[src/rtl/inst_queue.sv]
// ============================================================================
// Module   : inst_queue
// Purpose  : Fetch-to-decode packet FIFO with per-slot valid and prediction
//            fields. Flush empties the queue. Optional empty-queue bypass is
//            enabled with INST_QUEUE_BYPASS_EN.
// Revision : 1.0
// ============================================================================
`default_nettype none

module inst_queue #(
  parameter int DEPTH    = 8,
  parameter int ID_WIDTH = 2
) (
  input  logic                    clk,
  input  logic                    rst,
  input  logic                    flush,
  input  logic                    enq_valid,
  output logic                    enq_ready,
  input  logic [31:0]             enq_pc,
  input  logic [ID_WIDTH*32-1:0]  enq_inst,
  input  logic [ID_WIDTH-1:0]     enq_slot_valid,
  input  logic [ID_WIDTH-1:0]     enq_pred_taken,
  input  logic [ID_WIDTH*32-1:0]  enq_pred_target,
  output logic                    deq_valid,
  input  logic                    deq_ready,
  output logic [31:0]             deq_pc,
  output logic [ID_WIDTH*32-1:0]  deq_inst,
  output logic [ID_WIDTH-1:0]     deq_slot_valid,
  output logic [ID_WIDTH-1:0]     deq_pred_taken,
  output logic [ID_WIDTH*32-1:0]  deq_pred_target,
  output logic [$clog2(DEPTH):0]  count
);

  localparam int AW = $clog2(DEPTH);

  logic [AW:0]             head_q, head_d;
  logic [AW:0]             tail_q, tail_d;
  logic [31:0]             pc_q     [DEPTH];
  logic [ID_WIDTH*32-1:0]  inst_q   [DEPTH];
  logic [ID_WIDTH-1:0]     sv_q     [DEPTH];
  logic [ID_WIDTH-1:0]     pt_q     [DEPTH];
  logic [ID_WIDTH*32-1:0]  tgt_q    [DEPTH];

  logic          w_empty;
  logic          w_full;
  logic          w_enq_fire;
  logic          w_deq_fire;
  logic [AW-1:0] w_head_idx;
  logic [AW-1:0] w_tail_idx;

  assign w_head_idx = head_q[AW-1:0];
  assign w_tail_idx = tail_q[AW-1:0];
  assign w_empty    = (head_q == tail_q);
  assign w_full     = (head_q[AW] != tail_q[AW]) && (w_head_idx == w_tail_idx);
  assign enq_ready  = !w_full;
  assign count      = tail_q - head_q;
  assign w_deq_fire = !w_empty && deq_ready && !flush;

`ifdef INST_QUEUE_BYPASS_EN
  logic w_bypass;

  // An empty queue forwards the incoming packet; it is only stored if decode stalls.
  assign w_bypass        = w_empty && !flush && enq_valid;
  assign deq_valid       = !w_empty || w_bypass;
  assign deq_pc          = w_bypass ? enq_pc          : pc_q[w_head_idx];
  assign deq_inst        = w_bypass ? enq_inst        : inst_q[w_head_idx];
  assign deq_slot_valid  = w_bypass ? enq_slot_valid  : sv_q[w_head_idx];
  assign deq_pred_taken  = w_bypass ? enq_pred_taken  : pt_q[w_head_idx];
  assign deq_pred_target = w_bypass ? enq_pred_target : tgt_q[w_head_idx];
  assign w_enq_fire      = enq_valid && !w_full && !flush && !(w_bypass && deq_ready);
`else
  assign deq_valid       = !w_empty;
  assign deq_pc          = pc_q[w_head_idx];
  assign deq_inst        = inst_q[w_head_idx];
  assign deq_slot_valid  = sv_q[w_head_idx];
  assign deq_pred_taken  = pt_q[w_head_idx];
  assign deq_pred_target = tgt_q[w_head_idx];
  assign w_enq_fire      = enq_valid && !w_full && !flush;
`endif

  always_comb begin
    head_d = head_q;
    tail_d = tail_q;
    if (flush) begin
      head_d = '0;
      tail_d = '0;
    end else begin
      if (w_deq_fire) head_d = head_q + 1'b1;
      if (w_enq_fire) tail_d = tail_q + 1'b1;
    end
  end

  always_ff @(posedge clk or negedge rst) begin
    if (!rst) begin
      head_q <= '0;
      tail_q <= '0;
    end else begin
      head_q <= head_d;
      tail_q <= tail_d;
    end
  end

  // Payload storage carries no reset; validity is tracked by the pointers alone.
  always_ff @(posedge clk) begin
    if (w_enq_fire) begin
      pc_q[w_tail_idx]   <= enq_pc;
      inst_q[w_tail_idx] <= enq_inst;
      sv_q[w_tail_idx]   <= enq_slot_valid;
      pt_q[w_tail_idx]   <= enq_pred_taken;
      tgt_q[w_tail_idx]  <= enq_pred_target;
    end
  end

endmodule

`default_nettype wire

[config.mk]
export PLATFORM = sky130hd
export DESIGN_NAME = inst_queue
export DESIGN_NICKNAME = d
export VERILOG_FILES = /design/src/rtl/inst_queue.sv
export SDC_FILE = /design/constraint.sdc
export NUM_CORES = 1
export LEC_CHECK = 0
export ABC_CLOCK_PERIOD_IN_PS = 23000
export CELL_PAD_IN_SITES_DETAIL_PLACEMENT = 0
export CELL_PAD_IN_SITES_GLOBAL_PLACEMENT = 2
export CORE_ASPECT_RATIO = 0.75
export CORE_MARGIN = 5
export CORE_UTILIZATION = 46
export DETAILED_ROUTE_END_ITERATION = 16
export PLACE_DENSITY = 0.8
export SYNTH_ARGS = -nofsm -noshare
export SYNTH_HDL_FRONTEND = slang
export SYNTH_SLANG_ARGS = --single-unit
[constraint.sdc]
create_clock -name clk -period 23 [get_ports clk]
set_input_delay 4.6 -clock clk [delete_from_list [all_inputs] [get_ports clk]]
set_output_delay 4.6 -clock clk [all_outputs]
set_load 0.03 [all_outputs]
### Word level (Yosys, flattened, before mapping)

Memory sizes are Yosys's and may differ from the RTL's.
Cells that the tools add are included.

| word-level totals | value |
|---|---|
| bits in registers | 8 |
| bits in latches | 0 |
| RAM bits | 1312 |
| bits in read-only memories | 0 |
| input port bits | 169 |
| output and inout port bits | 170 |
| memories kept | 5 |

| cells by class | value |
|---|---|
| $add $sub $neg | 3 |
| $mul | 0 |
| divide/modulo/power cells | 0 |
| $lt $le $gt $ge | 0 |
| equal/unequal tests | 3 |
| shift operators | 0 |
| muxes and demuxes | 6 |
| bitwise operators | 0 |
| reductions and logical operators | 10 |

Memories:

| name | words | width | read ports | clocked after memory_dff | wr ports | line | source |
|---|---|---|---|---|---|---|---|
| inst_q | 8 | 64 | 1 | 0 | 1 | 39 | `logic [ID_WIDTH*32-1:0] inst_q [DEPTH];` |
| tgt_q | 8 | 64 | 1 | 0 | 1 | 42 | `logic [ID_WIDTH*32-1:0] tgt_q [DEPTH];` |
| pc_q | 8 | 32 | 1 | 0 | 1 | 38 | `logic [31:0] pc_q [DEPTH];` |
| pt_q | 8 | 2 | 1 | 0 | 1 | 41 | `logic [ID_WIDTH-1:0] pt_q [DEPTH];` |
| sv_q | 8 | 2 | 1 | 0 | 1 | 40 | `logic [ID_WIDTH-1:0] sv_q [DEPTH];` |

Operators by type and width:

| operator | count |
|---|---|
| 4-bit 2-to-1 mux | 4 |
| 4-bit by 1-bit adder with 4-bit output (second input constant) | 2 |
| 1-bit logical AND | 5 |
| 4-bit equality test | 1 |
| 2-bit nonzero test | 2 |
| 4-bit subtractor | 1 |
| 3-bit equality test | 1 |
| 1-bit zero test | 3 |
| 1-bit 2-to-1 mux | 2 |
| 1-bit != test | 1 |

### Longest topological paths before layout

Gate-level depths: netlist of run 1.

| logic depth | value |
|---|---|
| depth after elaboration | 7 |
| mapped depth | 9 |
| gate-level depth less buffers | 6 |

### Worst setup path before layout of run 1

Ideal clock, no wire load.

| timing path | value |
|---|---|
| path type | input port to flip-flop |
| start | input flush |
| end | memory inst_q[4][0] in the netlist's numbering, enable pin |
| setup time | 1.089 ns |
| data arrival time | 20.370 ns |
| data required time | 21.911 ns |
| slack | 1.541 ns |
| cell stages on the path | 2 |
| path buffers | 1 |
| cells stage by stage | clkbuf_1 > nor4_1 |

| between the ends | value |
|---|---|
| word-level cells in the longest chain between the ends | 4 |

RTL lines:

| item | line | source |
|---|---|---|
| start: declaration | 16 | `input logic flush,` |
| 1-bit zero test | 78 | `assign w_enq_fire = enq_valid && !w_full && !flush;` |
| 1-bit logical AND | 78 |  |
| 1-bit 2-to-1 mux | 105 | `if (w_enq_fire) begin` |
| 1-bit 2-to-1 mux (not written as such) | 107 | `inst_q[w_tail_idx] <= enq_inst;` |
| end: declaration | 39 |  |

Every way passes these cells.

### Final worst setup path of run 1

| timing path | value |
|---|---|
| start | register head_q[0] |
| end | output deq_inst[55] |

| between the ends | value |
|---|---|
| word-level cells in the longest chain between the ends | 1 |

RTL lines:

| item | line | source |
|---|---|---|
| start: declaration | 36 | `logic [AW:0] head_q, head_d;` |
| start signal: assignment | 95 | `head_q <= '0;` |
| start signal: assignment | 98 | `head_q <= head_d;` |
| memory read 8 x 64 bit | n/a |  |
| end: declaration | 27 | `output logic [ID_WIDTH*32-1:0] deq_inst,` |

Every way passes these cells.

==> results of run 1 <==
==> power breakdown <==
group	leakage [uW]	switching (uW)	internal [uW]	total (uW)
logic	0.00515	449	397	845
clock network	0.00201	866	1170	2040
registers	0.0120	23.6	2680	2710
==> worst paths after layout <==
kind / end / slack (ps) / cells after the start
max: deq_inst[55] / 11820 / 8
min: head_q[3] / 620 / 2
max reg2reg: tgt_q[1][12] / 17640 / 8
min reg2reg: head_q[3] / 620 / 2
max in group asynchronous: head_q[0] / 18540 / 1
min in group asynchronous: head_q[3] / 4160 / 1
==> cells in the final DEF, fill, tap and decap left out, types with 2 or more instances in the layout <==
| master | instances |
|---|---|
| nand4_1 | 2 |
| buf_4 | 41 |
| clkinv_8 | 2 |
| nor3_2 | 4 |
| mux4_2 | 224 |
| nand3_1 | 3 |
| diode_2 | 15 |
| inv_16 | 2 |
| buf_12 | 2 |
| clkinvlp_4 | 2 |
| bufinv_16 | 7 |
| dfrtp_4 | 3 |
| clkinv_1 | 26 |
| clkdlybuf4s50_1 | 338 |
| o211ai_1 | 2 |
| mux4_1 | 104 |
| dfrtp_1 | 5 |
| edfxtp_1 | 1312 |
| inv_1 | 6 |
| a21oi_1 | 4 |
| ha_1 | 5 |
| xor2_1 | 3 |
| clkinv_2 | 21 |
| nor2_1 | 7 |
| xnor2_1 | 7 |
| nor4_2 | 3 |
| clkbuf_1 | 29 |
| clkbuf_16 | 137 |
| inv_6 | 8 |
| nand2_1 | 497 |
==> cells in the mapped netlist (4+ instances only) <==
master	instances	share of area (%)
a21oi_1	4	0.040
buf_2	60	0.60
buf_6	31	0.69
clkbuf_1	16	0.12
dfrtp_1	8	0.40
edfxtp_1	1312	78
ha_1	5	0.12
inv_1	7	0.052
mux4_1	104	5.4
mux4_2	224	10
nand2_1	497	3.7
nor2_1	8	0.060
nor3_1	4	0.040
xnor2_1	7	0.12
==> layer usage <==
| metal | vias up | wire [um] | global-route usage (%) |
|---|---|---|---|
| li1 | 10279 | - | - |
| met1 | 12393 | 45120 | 24.90 |
| met2 | 549 | 54780 | 31.39 |
| met3 | 159 | 6579 | 5.022 |
| met4 | 20 | 1902 | 5.030 |
| met5 | - | 124 | 0 |
==> state kept, by name (all words and copies together) (netlist names) <==
| register | flops |
|---|---|
| inst_q | 512 |
| tgt_q | 512 |
| pc_q | 256 |
| pt_q | 16 |
| sv_q | 16 |
| head_q | 4 |
| tail_q | 4 |
==> layout make-up <==
class	instances	share of cell area (%)
Antenna cell	15	0.06323
Clock inverter	68	0.9611
Multi-Input combinational cell	874	16.91
Inverter	7	0.05269
Clock buffer	166	5.958
Tap cell	1444	3.043
Timing Repair Buffer	381	6.285
Sequential cell	1320	66.72
==> cell families after synthesis <==
logic type | synth area share [%]
DFF | 78.60
and+or+nand+nor | 3.932
muxes | 15.46
buffers and inverters | 1.557
xor gates and xnor gates | 0.1739
AOI/OAI and AO/OA | 0.1118
adders and majority gates | 0.1639
==> metrics by stage <==
| stage | cells | setup slack [ps] | hold slack, ps | util [%] | total power (uW) |
|---|---|---|---|---|---|
| 6_report | 4275 | 11820 | 616.1 | 54.44 | 5589 |
| 5_1_grt | 4265 | 11180 | 666.8 | 54.42 | 5814 |
| 4_1_cts | 4260 | 11560 | 622.3 | 54.41 | 5664 |
| 3_5_place_dp | 4026 | 12380 | 610.4 | 50.64 | 3618 |
| 3_3_place_gp | 4026 | 12440 | 585.3 | 50.64 | 3608 |
| 2_1_floorplan | 2312 | 1541 | 565.8 | - | 3347 |
==> critical path, stage by stage, from the launching register on <==
cell and delay (ps):
dfrtp_4 960, buf_4 840, buf_4 830, buf_4 890, buf_4 660, mux4_1 630, nand2_1 80, nand2_1 70
clkdlybuf4s50_1 670
==> metrics.yaml, run 1 <==
cts:
  cts_tree: "done"
  root_buffer: "clkbuf_16"
  ctsResizeCount: 0
  cts_setup_buffers: 0
  path_clk_slew_ps: 60
  cts_buffer_depth: 3
  htreeDepth: 4
  hold_buffers: 0
  numCtsBuffers: 132
  cts.sinks: 1320
  clock_latency_ps: 720
sta:
  max_slew_margin_pct: 19.43
  max_freq_mhz: 89.47
  fin_skew_ps: 24.10
  period_share_pct: 48.59
  setup_tns_ps: 0
  fin_crit_ps: 11180
  setup_viol: 0
  final-hold-violation-count: 0
  tightest_slew_ps: 1209
  rsz0062_at_grt: "no"
  drv_slew: 0
floorplan:
  initial_core_util_pct: 46.20
  boundaryPins: 339
  core_um2: 109000
  dieWidth_um: 392.1
  die-area_um2: 116300
  dieHeight_um: 296.6
  rows: 105
global_routing:
  grt_overflow: 0
  grt_max_degree: 131
  first_global_vias: 24761
  antenna_found_initial: 23
  grt_use_total_pct: 18.81
  grt_pass1_wl_um: 160900
drt:
  wire_per_inst_um: 25.38
  dr.pass1.iters: 5
  drt-total-wl_um: 108500
  route.vias.total: 23400
  drt-initial-drc-count: 1741
  drc: 0
  drtAntennaViolNets: 0
  vias_per_cell: 5.474
job:
  drv_cap: 0
worst_setup_path:
  critPathRequiredTime_ps: 18400
  startpoint: "head_q[0]"
  arrival_ps: 6580
  timing.rr.start: "head_q[2]"
  start_kind: "flip-flop"
  worstPathMaxFanout: 54
  worstSetupEndpointType: "primary output"
  path_class: "flip-flop to primary output"
placed_design:
  port-buffer-count: 338
  globalplace.congestion: 0.7223
  dp_hpwl_um: 57980
  dpl_cell_area_um2: 55220
cells_and_area:
  stdcell_area_um2: 59360
  multi_input_area_um2: 10040
  areaGrowthSynthToFinish_pct: 17.84
  regArea_um2: 39610
  fin_nets: 2891
  fillerInstances: 8209
  drive_above_1_share_pct: 16.30
synth:
  yosysWarnings: 0
  yosysSeqAreaShare_pct: 78.60
  synth_flop_cell: "edfxtp_1"
  yosysUniqueCellTypes: 29
  syn-cell-area_um2: 50380
  synth-seq-cells: 1320
  avgSynthCellArea_um2: 21.79
  synth_nets: 2487
  synth_edf_count: 1312
  syn-instance-count: 2312
  async_flop_share_pct: 0.6061
pwr:
  powerDensity_nw_per_um2: 94.15
  p_leak_uw: 0.01912
  irDropWorstVdd_v: 0.00005888
status:
  status: "complete, no violations"
hold_path:
  hp-start: "head_q[3]"
  min_path_type: "flip-flop to flip-flop"
Power figures use the tool's default switching activity.
==> run 2: changes to the inputs <==
--- a/config.mk
+++ b/config.mk
@@ -5,7 +5,7 @@
 export SDC_FILE = /design/constraint.sdc
 export NUM_CORES = 1
 export LEC_CHECK = 0
-export ABC_CLOCK_PERIOD_IN_PS = 23000
+export ABC_CLOCK_PERIOD_IN_PS = 10290
 export CELL_PAD_IN_SITES_DETAIL_PLACEMENT = 0
 export CELL_PAD_IN_SITES_GLOBAL_PLACEMENT = 2
 export CORE_ASPECT_RATIO = 0.75
==> constraint.sdc (replaced) <==
create_clock -name clk -period 10.29 [get_ports clk]
set_input_delay 2.058 -clock clk [delete_from_list [all_inputs] [get_ports clk]]
set_output_delay 2.058 -clock clk [all_outputs]
set_load 0.03 [all_outputs]
==> run 2 against run 1 <==
Sequential power up 120%. Highest routed layer unchanged. Non-clock buffer count down 7. Sequential share of layout area up 0.11 points. Core utilization down 0.093 points. Die area unchanged. Sequential cell count unchanged. Clock power up 120%. First-iteration DRC count down 18%. Largest cell class unchanged. Total power up 120%.
==> metrics.yaml, run 2 (synthesis results as in run 1) <==
cells_and_area:
  fin_nets: 2882  # -0.31%
  final_common_cell: "edfxtp_1"
  areaGrowthSynthToFinish_pct: 17.64
  largestRegisters: "inst_q x512, tgt_q x512, pc_q x256"
  stdcell_area_um2: 59260  # -0.17%
  drive_above_1_share_pct: 15.86  # -0.44 points
  post-route-util_pct: 54.35  # -0.093 points
  final_cell_mix: "1312 x edfxtp_1, 497 x nand2_1, 338 x clkdlybuf4s50_1"
  fin_cells: 4253  # -0.51%
cts:
  cts_buffer_depth: 3  # unchanged
  hold_buffers: 0  # unchanged
  root_buffer: "clkbuf_16"
  clock_latency_ps: 720  # about the same
  ctsResizeCount: 0  # unchanged
  numCtsBuffers: 130  # -1.5%
  cts.sinks: 1320  # unchanged
  path_clk_slew_ps: 60  # about the same
  cts_setup_buffers: 0  # unchanged
  htreeDepth: 4  # unchanged
  cts_tree: "done"
drt:
  wire_per_inst_um: 25.46  # +0.30%
  drc: 0  # unchanged
  dr.pass1.iters: 5  # unchanged
  vias_per_cell: 5.485  # +0.21%
  route.vias.total: 23328  # -0.31%
  drtAntennaViolNets: 0  # unchanged
  drt-initial-drc-count: 1420  # -18%
  drt-total-wl_um: 108300  # -0.22%
pwr:
  p_leak_uw: 0.01903  # -0.49%
  p_int_uw: 9436  # +120%
  switchingPower_uw: 2957  # +120%
  swShare_pct: 23.86  # -0.084 points
  pwr-share-comb_pct: 15.4  # +0.3 points
  irDropWorstVdd_v: 0.0001477  # +150%
  seq_power_share_pct: 48.7  # +0.3 points
  powerDensity_nw_per_um2: 209.1  # +120%
  total_power_uw: 12390  # +120%
  clkPwrFrac_pct: 35.9  # -0.6 points
global_routing:
  first_global_vias: 24628  # -0.54%
  grt_use_total_pct: 18.74  # -0.068 points
  antenna_found_initial: 18  # -22%
  grt_max_degree: 164  # +25%
  grt_pass1_wl_um: 160000  # -0.61%
  grt_overflow: 0  # unchanged
floorplan:
  dieWidth_um: 392.1  # unchanged
  rows: 105  # unchanged
  die-area_um2: 116300  # unchanged
  boundaryPins: 339  # unchanged
  core_um2: 109000  # unchanged
  dieHeight_um: 296.6  # unchanged
  initial_core_util_pct: 46.20  # unchanged
sta:
  max_slew_margin_pct: 26.84  # +7.4 points
  whs_ps: 615.7  # -0.4020 ps
  fin_crit_ps: 6162
  rsz0062_at_grt: "no"
  final-hold-violation-count: 0  # unchanged
  tightest_slew_ps: 1097  # -111.2 ps
  max_freq_mhz: 162.3
  drv_slew: 0  # unchanged
  fin_skew_ps: 18.73  # -5.374 ps
  setup_viol: 0  # unchanged
  period_share_pct: 59.88
worst_setup_path:
  timing.rr.end: "tgt_q[4][41]"
  critPathRequiredTime_ps: 8230  # -10170 ps
  timing.rr.start: "head_q[1]"
  r2r_cells: 8  # unchanged
  worstSetupEndpointType: "primary output"
  r2r_slack_ps: 5190  # -12450 ps
  path_class: "flip-flop to primary output"
  endpoint: "count[3]"
  worstPathMaxFanout: 163  # +200%
  startpoint: "head_q[1]"
  arrival_ps: 4100  # -2480 ps
  start_kind: "flip-flop"
placed_design:
  dpl_cell_area_um2: 55290  # +0.12%
  globalplace.congestion: 0.7047  # -2.4%
  dp_hpwl_um: 55520  # -4.2%
  dpl.cell_count: 4019  # -0.17%
  port-buffer-count: 338  # unchanged
status:
  status: "complete, no violations"
hold_path:
  min_path_type: "flip-flop to flip-flop"
job:
  drv_cap: 0  # unchanged
## run 2: cell count changes in the layout (fill, tap and decap cells not counted), moves of 3 or more
cell,change
diode_2,-6
buf_12,+7
nor4_4,+3
inv_6,-3
buf_4,-14
clkbuf_16,-3
nor4_2,-3
## run 2: metrics by stage
stage,worst slack (ps),TNS [ps]
final,4128,0
after global placement,4649,0
after CTS,3982,0
after global routing,3893,0
after floorplan,-4024,-2741380
after detailed placement,4596,0
## run 2: area by class of cell
class	count	area, um2
Tap cell	1444	1807
Clock buffer	163	3462
Inverter	7	31.28
Multi-Input combinational cell	874	10070
Antenna cell	9	22.52
Fill cell	8340	49780
Sequential cell	1320	39610
Clock inverter	62	491.7
Timing Repair Buffer	374	3766
## run 2: critical path: stages, from the launching register on
cell,delay [ps]
dfrtp_4,840
buf_12,670
inv_1,120
ha_1,370
a21o_1,190
a21oi_1,160
xnor2_1,140
clkdlybuf4s50_1,690
## run 2: how the worst min path moves through the flow
stage / to / cells past startpoint / slack, ps / from
after global placement: head_q[3] / 2 / 580 / head_q[3]
after CTS: head_q[3] / 2 / 620 / head_q[3]
after detailed placement: head_q[3] / 2 / 610 / head_q[3]
after floorplan: tail_q[3] / 2 / 570 / tail_q[3]
final: head_q[3] / 2 / 620 / head_q[3]
after global routing: head_q[3] / 2 / 630 / head_q[3]
## run 2: routing by layer
layer	up-vias	part of all wire [%]	GRT usage, %
met5	-	0.11	0
met3	168	6.4	4.888
met2	587	51	32.08
met1	12320	40	24.23
met4	16	1.9	4.842
li1	10237	-	-
## run 2: power groups by stage
stage,clock network (uW),logic [uW],registers [uW]
global placement,0,1930,6150
floorplan,0,1330,6140
finish,4450,1900,6040
CTS,4590,1950,6040
global route,4820,2040,6040
detailed placement,0,1940,6150
==> run 3: changes to the inputs <==
--- a/config.mk
+++ b/config.mk
@@ -5,7 +5,7 @@
 export SDC_FILE = /design/constraint.sdc
 export NUM_CORES = 1
 export LEC_CHECK = 0
-export ABC_CLOCK_PERIOD_IN_PS = 10290
+export ABC_CLOCK_PERIOD_IN_PS = 6100
 export CELL_PAD_IN_SITES_DETAIL_PLACEMENT = 0
 export CELL_PAD_IN_SITES_GLOBAL_PLACEMENT = 2
 export CORE_ASPECT_RATIO = 0.75
==> constraint.sdc (replaced) <==
create_clock -name clk -period 6.1 [get_ports clk]
set_input_delay 1.22 -clock clk [delete_from_list [all_inputs] [get_ports clk]]
set_output_delay 1.22 -clock clk [all_outputs]
set_load 0.03 [all_outputs]
==> run 3 against run 2 <==
Total power up 67%. Wire length about the same. Final cell count about the same. First-iteration DRC count up 26%. Clock skew up 1.4 ps. Largest cell class unchanged.
==> metrics.yaml, run 3 (synthesis results as in run 1) <==
worst_setup_path:
  cp_top_family: "buffers and inverters"
  critPathBufInv: 3  # unchanged
  arrival_ps: 3600  # -500 ps
  crit_chain: "buf_12 > buf_4 > mux4_1 > nand2_1 > nand2_1 > clkdlybuf4s50_1"
  worstPathMaxFanout: 54  # -67%
  max_stage_delay_ps: 740  # -100 ps
  cpMostUsedCell: "nand2_1"
  path_depth: 6  # -1
  r2r_cells: 6  # -2
  critical_path.slowest_cell: "dfrtp_4"
  path_class: "flip-flop to primary output"
  critPathRequiredTime_ps: 4880  # -3350 ps
  worstSetupEndpointType: "primary output"
  start_kind: "flip-flop"
drt:
  drtAntennaViolNets: 0  # unchanged
  wire_per_inst_um: 25.45  # about the same
  vias_per_cell: 5.479  # -0.12%
  drc: 0  # unchanged
  drt-initial-drc-count: 1792  # +26%
  dr.pass1.iters: 5  # unchanged
  drt-total-wl_um: 108300  # about the same
  route.vias.total: 23312  # -0.069%
cts:
  cts.sinks: 1320  # unchanged
  path_clk_slew_ps: 60  # about the same
  numCtsBuffers: 121  # -6.9%
  ctsResizeCount: 0  # unchanged
  cts_tree: "done"
  htreeDepth: 3  # -1
  hold_buffers: 0  # unchanged
  clock_latency_ps: 700  # -20 ps
  cts_buffer_depth: 3  # unchanged
  root_buffer: "clkbuf_16"
  cts_setup_buffers: 0  # unchanged
placed_design:
  dpl_cell_area_um2: 55550  # +0.48%
  port-buffer-count: 338  # unchanged
  dp_hpwl_um: 56490  # +1.7%
  globalplace.congestion: 0.7239  # +2.7%
sta:
  setup_viol: 0  # unchanged
  fin_skew_ps: 20.15  # +1.429 ps
  final-hold-violation-count: 0  # unchanged
  drv_slew: 0  # unchanged
  setup_tns_ps: 0  # unchanged
  rsz0062_at_grt: "no"
  period_share_pct: 79.00
  max_freq_mhz: 207.5
  max_slew_margin_pct: 33.61  # +6.8 points
  fin_crit_ps: 4819
  tightest_slew_ps: 995.9  # -101.5 ps
pwr:
  irDropWorstVdd_v: 0.0002660  # +80%
  powerDensity_nw_per_um2: 348.8  # +67%
  p_leak_uw: 0.01904  # about the same
  total_power_uw: 20720  # +67%
global_routing:
  grt_overflow: 0  # unchanged
  grt_pass1_wl_um: 159600  # -0.22%
  grt_max_degree: 132  # -20%
  grt_use_total_pct: 18.59  # -0.15 points
  antenna_found_initial: 18  # unchanged
  first_global_vias: 24641  # +0.053%
cells_and_area:
  multi_input_area_um2: 10130  # +0.53%
  fin_nets: 2878  # -0.14%
  post-route-util_pct: 54.46  # +0.12 points
  final_common_cell: "edfxtp_1"
  stdcell_area_um2: 59390  # +0.21%
  largestRegisters: "inst_q x512, tgt_q x512, pc_q x256"
  final_cell_mix: "1312 x edfxtp_1, 496 x nand2_1, 338 x clkdlybuf4s50_1"
  fillerInstances: 8284  # -0.67%
  areaGrowthSynthToFinish_pct: 17.89
  drive_above_1_share_pct: 15.82  # -0.041 points
  regArea_um2: 39610  # unchanged
floorplan:
  dieHeight_um: 296.6  # unchanged
  initial_core_util_pct: 46.20  # unchanged
  dieWidth_um: 392.1  # unchanged
  rows: 105  # unchanged
  core_um2: 109000  # unchanged
  boundaryPins: 339  # unchanged
  die-area_um2: 116300  # unchanged
hold_path:
  worstHoldPathCells: 2  # unchanged
  min_path_type: "flip-flop to flip-flop"
job:
  drv_cap: 0  # unchanged
status:
  status: "complete, no violations"
-- run 3: worst min-delay path: cells and delay by family, from the launching register on --
family	cells	cell delay (ps)
XOR/XNOR	1	140
flip-flops	1	410
AND/OR/NAND/NOR	1	40
-- run 3: report_power, final --
part	total [uW]	leakage [uW]	internal, uW	switching (uW)
Clock	7280	0.00186	4100	3180
Combinational	3260	0.00523	1530	1730
Sequential	10200	0.0120	10100	63.0
-- run 3: per-stage QoR --
stage	hold WS, ps	worst slack [ps]	cells
2_1_floorplan	565.8	-1000	2312
3_3_place_gp	588.2	1946	4024
3_5_place_dp	597.3	1934	4024
4_1_cts	613.1	1123	4245
5_1_grt	635.9	1041	4248
6_report	616.0	1281	4255
-- run 3: area by class of cell --
type                       instances  area share (%)
sequential                      1320           66.69
multi-input combinational        874           17.05
timing repair buffer             379           6.700
clock buffer                     149           5.347
tap                             1444           3.042
clock inverter                    72           1.070
inverter                           7         0.05267
antenna                           10         0.04214
-- run 3: worst paths after layout --
| kind | start | endpoint | slack [ps] |
|---|---|---|---|
| max | head_q[0] | deq_pred_target[15] | 1280 |
| min | head_q[3] | head_q[3] | 620 |
| max reg2reg | head_q[2] | sv_q[7][0] | 2260 |
| min reg2reg | head_q[3] | head_q[3] | 620 |
| max in group asynchronous | rst | head_q[0] | 4990 |
| min in group asynchronous | rst | tail_q[0] | 800 |
-- run 3: layer usage --
metal	routed length (um)	track usage, %	vias to the layer above
met4	2228	4.663	18
met2	54070	31.30	599
met1	44940	24.95	12303
met5	109	0	-
li1	-	-	10224
met3	6926	4.337	168
